<file path="config.mk">
export PLATFORM = sky130hd
export DESIGN_NAME = serial_comparator_ctrl
export DESIGN_NICKNAME = d
export VERILOG_FILES = /design/src/rtl/serial_comparator_ctrl.sv
export SDC_FILE = /design/constraint.sdc
export NUM_CORES = 1
export LEC_CHECK = 0
export ABC_AREA = 1
export CORE_UTILIZATION = 56
export DETAILED_ROUTE_END_ITERATION = 12
export GPL_ROUTABILITY_DRIVEN = 0
export GPL_TIMING_DRIVEN = 1
export HOLD_SLACK_MARGIN = 0.12
export PLACE_DENSITY = 0.91
export SETUP_SLACK_MARGIN = 0.15
export SLEW_MARGIN = 20
export SYNTH_ARGS = -nofsm -noshare
export SYNTH_HDL_FRONTEND = slang
export SYNTH_SLANG_ARGS = --single-unit
</file>
<file path="constraint.sdc">
create_clock -name clk -period 3.9 [get_ports clk]
set_input_delay 0.975 -clock clk [delete_from_list [all_inputs] [get_ports clk]]
set_output_delay 0.975 -clock clk [all_outputs]
set_load 0.1 [all_outputs]
</file>
<file path="src/rtl/serial_comparator_ctrl.sv">
// Bit-serial magnitude comparator, MSB first, with a one-cycle done pulse.
// Optional macro EARLY_EXIT_EN ends the scan on the first mismatching bit.
module serial_comparator_ctrl #(
    parameter int WIDTH = 8
) (
    input  logic             clk,
    input  logic             rst,
    input  logic             start,
    input  logic [WIDTH-1:0] A,
    input  logic [WIDTH-1:0] B,
    output logic             busy,
    output logic             done,
    output logic             GT,
    output logic             EQ,
    output logic             LT
);

    localparam int IDX_W = $clog2(WIDTH);

    typedef enum logic [1:0] {
        IDLE,
        SCAN,
        DONE
    } state_t;

    state_t             state;
    state_t             state_next;
    logic [WIDTH-1:0]   a_reg;
    logic [WIDTH-1:0]   b_reg;
    logic [IDX_W-1:0]   bit_idx;
    logic               mismatch;
    logic               dir_gt;
    logic               bit_gt;
    logic               bit_lt;
    logic               res_gt;
    logic               res_lt;
    logic               scan_last;

    // Once a mismatch is recorded, later bits cannot change the direction.
    always_comb begin
        bit_gt = a_reg[bit_idx] & ~b_reg[bit_idx];
        bit_lt = ~a_reg[bit_idx] & b_reg[bit_idx];
        res_gt = mismatch ? dir_gt  : bit_gt;
        res_lt = mismatch ? ~dir_gt : bit_lt;
`ifdef EARLY_EXIT_EN
        scan_last = (bit_idx == '0) || bit_gt || bit_lt;
`else
        scan_last = (bit_idx == '0);
`endif
    end

    always_ff @(posedge clk or posedge rst) begin
        if (rst) begin
            state <= IDLE;
        end else begin
            state <= state_next;
        end
    end

    always_comb begin
        state_next = state;
        case (state)
            IDLE:    if (start) state_next = SCAN;
            SCAN:    if (scan_last) state_next = DONE;
            DONE:    state_next = IDLE;
            default: state_next = IDLE;
        endcase
    end

    assign busy = (state == SCAN);
    assign done = (state == DONE);

    always_ff @(posedge clk or posedge rst) begin
        if (rst) begin
            a_reg    <= '0;
            b_reg    <= '0;
            bit_idx  <= '0;
            mismatch <= 1'b0;
            dir_gt   <= 1'b0;
            GT       <= 1'b0;
            EQ       <= 1'b0;
            LT       <= 1'b0;
        end else begin
            case (state)
                IDLE: begin
                    if (start) begin
                        a_reg    <= A;
                        b_reg    <= B;
                        bit_idx  <= IDX_W'(WIDTH - 1);
                        mismatch <= 1'b0;
                        dir_gt   <= 1'b0;
                        GT       <= 1'b0;
                        EQ       <= 1'b0;
                        LT       <= 1'b0;
                    end
                end
                SCAN: begin
                    if (!mismatch && (bit_gt || bit_lt)) begin
                        mismatch <= 1'b1;
                        dir_gt   <= bit_gt;
                    end
                    if (scan_last) begin
                        GT <= res_gt;
                        LT <= res_lt;
                        EQ <= ~(res_gt | res_lt);
                    end else begin
                        bit_idx <= bit_idx - 1'b1;
                    end
                end
                default: ;
            endcase
        end
    end

endmodule

</file>
[After elaboration in Yosys (flattened, before gate mapping)]
Cells that the tools add are included.
Storage, ports and cells
  register bits after elaboration: 26
  output and inout port bits: 5
Operators by class
  add/sub/neg operators: 1
  magnitude comparators: 1
  equal/unequal tests: 6
  muxes and demuxes: 23
  bitwise operators: 7
  reductions and logical operators: 11
Operator list (number)
  two-way mux 1 bit: 10
  one-hot mux 1 bit (2 select lines): 5
  AND reduction 3 bit: 3
  binary-select mux 1 bit (select 3 bit): 2
  two-way mux 3 bit: 2
  one-hot mux 3 bit (2 select lines): 1
  less-than comparator 3 x 4 -> 1 bit (second input constant): 1
  two-way mux 2 bit: 2
  inequality test 2 x 1 -> 1 bit (second input constant): 2
  inequality test 2 bit (second input constant): 2
  inverter 1 bit: 4
  one-hot mux 2 bit (2 select lines): 1
  AND reduction 2 bit: 2
  logical NOT 3 bit: 1
  subtractor 3 x 1 -> 3 bit (second input constant): 1
  bitwise AND 1 bit: 2
  == test 2 x 1 -> 1 bit (second input constant): 1
  == test 2 bit (second input constant): 1
  logical NOT 2 bit: 1
  nonzero test 2 bit: 1
  logical AND 1 bit: 1
  logical NOT 1 bit: 1
  logical OR 1 bit: 1
  OR 1 bit: 1

[Longest topological paths before layout]
Gate-level depths: netlist of the first run.
  depth after elaboration: 9
  gate-level depth with buffers: 11

[Worst setup path before layout of the first run]
Ideal clock, no wire load.
  path kind: flip-flop to output port
  from: reg state[1]
  to: out done
  arrival time: 1700 ps
  data required time: 2925 ps
  setup slack: 1225 ps
  stages on the path, launching flop included: 3
  path buffers: 0
  cells stage by stage: dfrtp_1 > inv_2 > nor2_1
Between the ends
  word-level cells in the longest chain between the ends: 1
RTL lines
  from (decl): RTL line 26  | state_t state;
  from (signal assigned): RTL line 56  | state <= state_next;
  == test 2 bit: RTL line 71  | assign done = (state == DONE);
  to (decl): RTL line 12  | output logic done,
No other way between the ends.

[Final worst setup path of the first run]
  from: reg EQ
  to: out EQ
RTL lines
  from (decl): RTL line 14  | output logic EQ,
  from (signal assigned): RTL line 105  | EQ <= ~(res_gt | res_lt);
No word-level cell between the ends.

==> results of run 1 <==
Yosys cell counts, drive strengths merged:
| cell type | count | area share [%] |
|---|---|---|
| dfrtp | 26 | 45 |
| nor2 | 4 | 1.6 |
| inv | 27 | 7.2 |
| nand2 | 62 | 18 |
| nand3 | 21 | 8.5 |
| a21oi | 1 | 0.35 |
| buf | 5 | 3.0 |
| o21ai | 20 | 12 |
| xnor2 | 1 | 0.61 |
| nor3 | 1 | 0.35 |
| ha | 4 | 3.5 |
through the flow:
| stage | utilization [%] | setup WS (ns) |
|---|---|---|
| 5_1_grt | 69.4 | 1.05 |
| 2_1_floorplan | - | 1.23 |
| 3_3_place_gp | 67.9 | 1.48 |
| 4_1_cts | 69.4 | 1.09 |
| 6_report | 69.4 | 1.10 |
| 3_5_place_dp | 67.9 | 1.46 |
how the worst max path moves through the flow:
stage                                     from   end  slack, ns  cells past startpoint
after floorplan           state[1]$_DFFE_PP0P_  done       1.23                      2
after global placement          EQ$_DFFE_PP0P_    EQ       1.48                      1
after detailed placement        EQ$_DFFE_PP0P_    EQ       1.46                      1
after CTS                       EQ$_DFFE_PP0P_    EQ       1.09                      1
after global routing            EQ$_DFFE_PP0P_    EQ       1.05                      1
final                           EQ$_DFFE_PP0P_    EQ       1.10                      1
cell type report:
| cell class | instances | share of cell area, % |
|---|---|---|
| clock buffers | 4 | 2.13 |
| inverters | 27 | 6.10 |
| multi-input cells | 114 | 38.1 |
| flip-flops and latches | 26 | 38.2 |
| well taps | 30 | 2.20 |
| repair buffers | 23 | 13.2 |
where the power goes:
part	internal, mW	leakage [nW]	switching [mW]
Sequential	0.394	0.322	0.0839
Combinational	0.291	0.515	0.591
Clock	0.0573	0.0210	0.0814
routing by layer:
layer  wire length [um]  share of wire (%)  global-route usage [%]  vias to the layer above
met5                  0                  0                       0                        -
met4                 51                1.9                    10.5                        0
met3                 81                3.0                    2.61                        5
met2               1450                 54                    41.1                       26
met1               1100                 41                    26.6                      535
li1                   -                  -                       -                      583
logic make-up (layout without fill, tap and decap cells):
kind of cell | count (synthesis) | in the layout
fa+ha+maj | 4 | 4
buf+inv | 32 | 54
compound gates | 21 | 21
simple gates | 88 | 88
flops | 26 | 26
xor+xnor | 1 | 1
==> flow_summary_export.csv, run 1 <==
group,metric,value,unit
pwr,finalPower,1.50,mW
floorplanning,std_cell_rows,18,
synth,synthAdderAreaFrac,3.46,%
route,vias_per_cell,5.13,
placed_design,hpwl,1940,um
worst_setup_path,path_buf_inv,1,
global_routing,grt_pass1_wl,4490,um
route,antenna_left,0,
finish,num-fill-cells,193,
min_path,min_to,"GT$_DFFE_PP0P_",
clock_tree,cts.path.max_buffers,2,
route,finalWirelength,2680,um
finish,multi_input_area,649,um2
worst_setup_path,slowest_stage,"clkdlybuf4s50_1",
synth,synth_compound_area_share,11.9,%
timing,slew_headroom,35.0,%
timing,fin_setup_tns,0,ns
clock_tree,clk_latency,0.34,ns
clock_tree,hold_buffers,0,
worst_setup_path,reg2reg_to,"dir_gt$_DFFE_PP0P_",
floorplanning,num_io_pins,24,
floorplanning,start_util,59.0,%
placed_design,place_area,1670,um2
clock_tree,clk_pin_slew,0.13,ns
synth,synth_top_family_by_area,"simple AND/OR/NAND/NOR gates",
finish,final_common_cell,"nand2_1",
timing,slew_violations,0,
floorplanning,dieArea,2790,um2
pwr,power_density,880,nW/um2
min_path,min_from,"GT$_DFFE_PP0P_",
finish,layout-drive-gt1-share,24.2,%
min_path,hp-class,"flop to flop",
finish,fin_cells,224,
worst_setup_path,rrSetupSlack,1.97,ns
finish,regArea,651,um2
synth,ys_ff_latch,26,
worst_setup_path,setup.worst_path.start_class,"flop",
placed_design,io_buffers,23,
worst_setup_path,crit_path_end_kind,"primary output",
clock_tree,post_cts_buffers,0,
timing,finalSetupViolations,0,
pwr,leakagePower,0.858,nW
global_routing,grt_max_degree,34,
clock_tree,cts_max_level,1,
placed_design,dp.cells,220,
clock_tree,cts_buffers,3,
clock_tree,root_buffer,"clkbuf_4",
global_routing,grt_usage,22.8,%
route,routedWlPerCell,12.0,um
floorplanning,die_x,52.8,um
timing,rsz0062_at_grt,"false",
timing,hold_viol_final,0,
floorplanning,fp.dieH,52.8,um
clock_tree,cts_tree,"done",
run_status,status,"completed",
synth,ys_types,19,
synth,mappedNetlistNets,195,
worst_setup_path,cp_data_required_time,2.92,ns
timing,period_share,71.8,%
worst_setup_path,rr_worst_depth,11,
route,num_vias,1149,
finish,nets,218,
global_routing,antenna_found_initial,0,
pwr,vdd_drop_max,0.717,mV
min_path,whs_path_depth,2,
job,max-cap-violations,0,
timing,fmax,0.357,GHz
worst_setup_path,critPathMaxStageDelay,1.13,ns
timing,worst_slew_pin_slew,0.974,ns
worst_setup_path,r2r-start,"bit_idx[0]$_DFFE_PP0P_",
timing,holdWs,0.526,ns
finish,final_cell_area,1700,um2
clock_tree,cts_resized,0,
floorplanning,core_area,2450,um2
worst_setup_path,critPathArrivalTime,1.83,ns
finish,final_cell_mix,"48 x nand2_1, 26 x dfrtp_1, 21 x inv_1, 21 x clkdlybuf4s50_1, 19 x nand3_1",
global_routing,overflow,0,
route,drt-pass1-iter-count,4,
synth,synthMuxAreaShare,0,%
worst_setup_path,path_delay_family,"buffers and inverters",
synth,yosysSeqAreaShare,44.9,%
synth,synth-simple-area-share,28.9,%
worst_setup_path,cp_max_fo,2,
worst_setup_path,crit_type,"flop to primary output",
timing,min_period,2.80,ns
synth,synth_xor_area_share,0.605,%
timing,fin_skew,0.0166,ns
route,drc,0,
finish,antenna_cells,0,
synth,syn_avg_cell_area,8.42,um2
synth,yosysWarnings,0,
worst_setup_path,path_cells,"clkdlybuf4s50_1",
global_routing,first_global_vias,1076,
route,drt-initial-drc-count,24,
finish,area_delta_synth_final,17.6,%
synth,netlist_instances,172,
synth,syn-cell-area,1450,um2
clock_tree,clkSinkCount,26,
Note: power is estimated with default switching activity, not from simulation.
==> run 2, diff against run 1 <==
CORE_ASPECT_RATIO = 2   (was default)
CORE_UTILIZATION = 52   (was 56)
PLACE_DENSITY = 0.86   (was 0.91)
clock period = 2.9 ns   (was 3.9 ns; I/O delays follow)
==> run 2 against run 1 <==
Sequential share of layout area shrank 0.36 points; sequential power is 35% higher; clock power increased by 71%; largest cell class unchanged; highest routed layer unchanged.
==> flow_summary_export.csv, run 2 (synthesis results as in run 1) <==
group,metric,value,unit
clock_tree,cts_max_level,1,
global_routing,grt_max_degree,34,
route,drc,0,
clock_tree,cts_buffers,3,
placed_design,io_buffers,23,
floorplanning,std_cell_rows,26,
worst_setup_path,rrSetupSlack,1.03,ns
pwr,seqPwrFrac,31.1,%
pwr,vdd_drop_max,0.834,mV
min_path,hp-class,"flop to flop",
pwr,finalPower,2.07,mW
global_routing,grt_pass1_wl,4660,um
global_routing,overflow,0,
finish,final_cell_area,1720,um2
worst_setup_path,slowest_stage,"dfrtp_1",
run_status,status,"completed",
worst_setup_path,crit_path_end_kind,"primary output",
global_routing,first_global_vias,1165,
floorplanning,die_x,39.3,um
route,finalWirelength,2800,um
finish,area_delta_synth_final,18.8,%
placed_design,pre_cts_ws,0.830,ns
timing,finalSetupViolations,0,
route,drt-pass1-iter-count,4,
finish,num-fill-cells,209,
placed_design,place_area,1660,um2
finish,final_common_cell,"nand2_1",
clock_tree,cts_tree,"done",
pwr,comb_power_share,57.4,%
global_routing,antenna_found_initial,0,
finish,layout-drive-gt1-share,26.2,%
worst_setup_path,setup.worst_path.start_class,"flop",
clock_tree,hold_buffers,0,
floorplanning,num_io_pins,24,
clock_tree,cts.path.max_buffers,2,
clock_tree,clkSinkCount,26,
clock_tree,clk_pin_slew,0.09,ns
timing,fin_setup_tns,0,ns
worst_setup_path,r2r-start,"bit_idx[0]$_DFFE_PP0P_",
worst_setup_path,cp_data_required_time,2.17,ns
timing,timing.final.ws_setup,0.940,ns
timing,slew_violations,0,
floorplanning,start_util,55.6,%
worst_setup_path,critPathMaxStageDelay,0.42,ns
timing,min_period,1.96,ns
timing,slew_headroom,68.5,%
min_path,whs_path_depth,2,
pwr,intPower,1.04,mW
clock_tree,clk_latency,0.27,ns
route,drt-initial-drc-count,30,
min_path,min_from,"EQ$_DFFE_PP0P_",
timing,fmax,0.510,GHz
placed_design,hpwl,2120,um
finish,nets,219,
pwr,p_sw,1.03,mW
floorplanning,fp.dieH,76.6,um
job,max-cap-violations,0,
pwr,leakagePower,0.876,nW
finish,antenna_cells,0,
timing,rsz0062_at_grt,"false",
timing,hold_viol_final,0,
worst_setup_path,crit_type,"flop to primary output",
pwr,swShare,49.6,%
timing,period_share,67.6,%
global_routing,grt_usage,21.7,%
route,antenna_left,0,
floorplanning,core_area,2600,um2
clock_tree,cts_resized,0,
pwr,power_frac_clock,11.4,%
route,vias_per_cell,5.13,
route,routedWlPerCell,12.6,um
finish,final_cell_mix,"48 x nand2_1, 26 x dfrtp_1, 21 x inv_1, 19 x nand3_1",
worst_setup_path,rr_worst_depth,11,
worst_setup_path,path_cells,"nor2_4 > buf_4",
timing,fin_skew,0.00266,ns
pwr,power_density,1200,nW/um2
route,num_vias,1144,
worst_setup_path,cp_max_fo,7,
min_path,min_to,"EQ$_DFFE_PP0P_",
clock_tree,root_buffer,"clkbuf_8",
timing,worst_slew_pin_slew,0.473,ns
floorplanning,dieArea,3010,um2
clock_tree,post_cts_buffers,0,
worst_setup_path,reg2reg_to,"dir_gt$_DFFE_PP0P_",
worst_setup_path,critPathArrivalTime,1.24,ns
## run 2: cell types whose count changed in the layout (fill, tap and decap cells not counted)
cell	change
buf_4	+4
clkbuf_4	-3
clkbuf_8	+3
clkdlybuf4s50_1	-3
## run 2: layout make-up
cell class                      count  area, um2  area share, %
Sequential cell                    26        651           37.8
Multi-Input combinational cell    114        649           37.8
Timing Repair Buffer               24        225           13.1
Inverter                           27        104           6.04
Clock buffer                        4       55.1           3.20
Tap cell                           28       35.0           2.04
## run 2: power groups by stage
stage	sequential, mW	clock (mW)	combinational, mW
final	0.644	0.237	1.19
after global routing	0.661	0.253	1.33
after CTS	0.646	0.241	1.20
after detailed placement	0.653	0	1.19
after global placement	0.642	0	1.13
after floorplan	0.725	0	0.891
## run 2: layer usage
layer,vias to the layer above,GRT usage (%),part of all wire (%),routed length (um)
met1,542,23.5,39,1100
met5,-,0,0,0
li1,580,-,-,-
met3,5,1.75,2.5,70
met2,17,38.5,56,1560
met4,0,10.3,2.3,65
## run 2: worst max-delay path: cells and delay by family, from the launching register on
kind | cells | cell delay, ns
buffers and inverters | 1 | 0.33
DFF | 1 | 0.42
and+or+nand+nor | 1 | 0.21
## run 2: per-stage QoR
stage,util [%],hold WS [ns],cells
after global placement,63.9,0.494,219
after CTS,66.1,0.533,223
final,66.1,0.523,223
after global routing,66.1,0.551,223
after floorplan,-,0.491,172
after detailed placement,63.9,0.509,219
## run 2: worst max path at each step
stage / from / endpoint / slack (ns) / cells past startpoint
final: state[1]$_DFFE_PP0P_ / busy / 0.94 / 2
after floorplan: state[1]$_DFFE_PP0P_ / done / 0.48 / 2
after CTS: state[1]$_DFFE_PP0P_ / busy / 0.94 / 2
after detailed placement: start / b_reg[7]$_DFFE_PP0P_ / 0.83 / 5
after global placement: start / b_reg[7]$_DFFE_PP0P_ / 0.87 / 5
after global routing: bit_idx[0]$_DFFE_PP0P_ / dir_gt$_DFFE_PP0P_ / 0.84 / 11
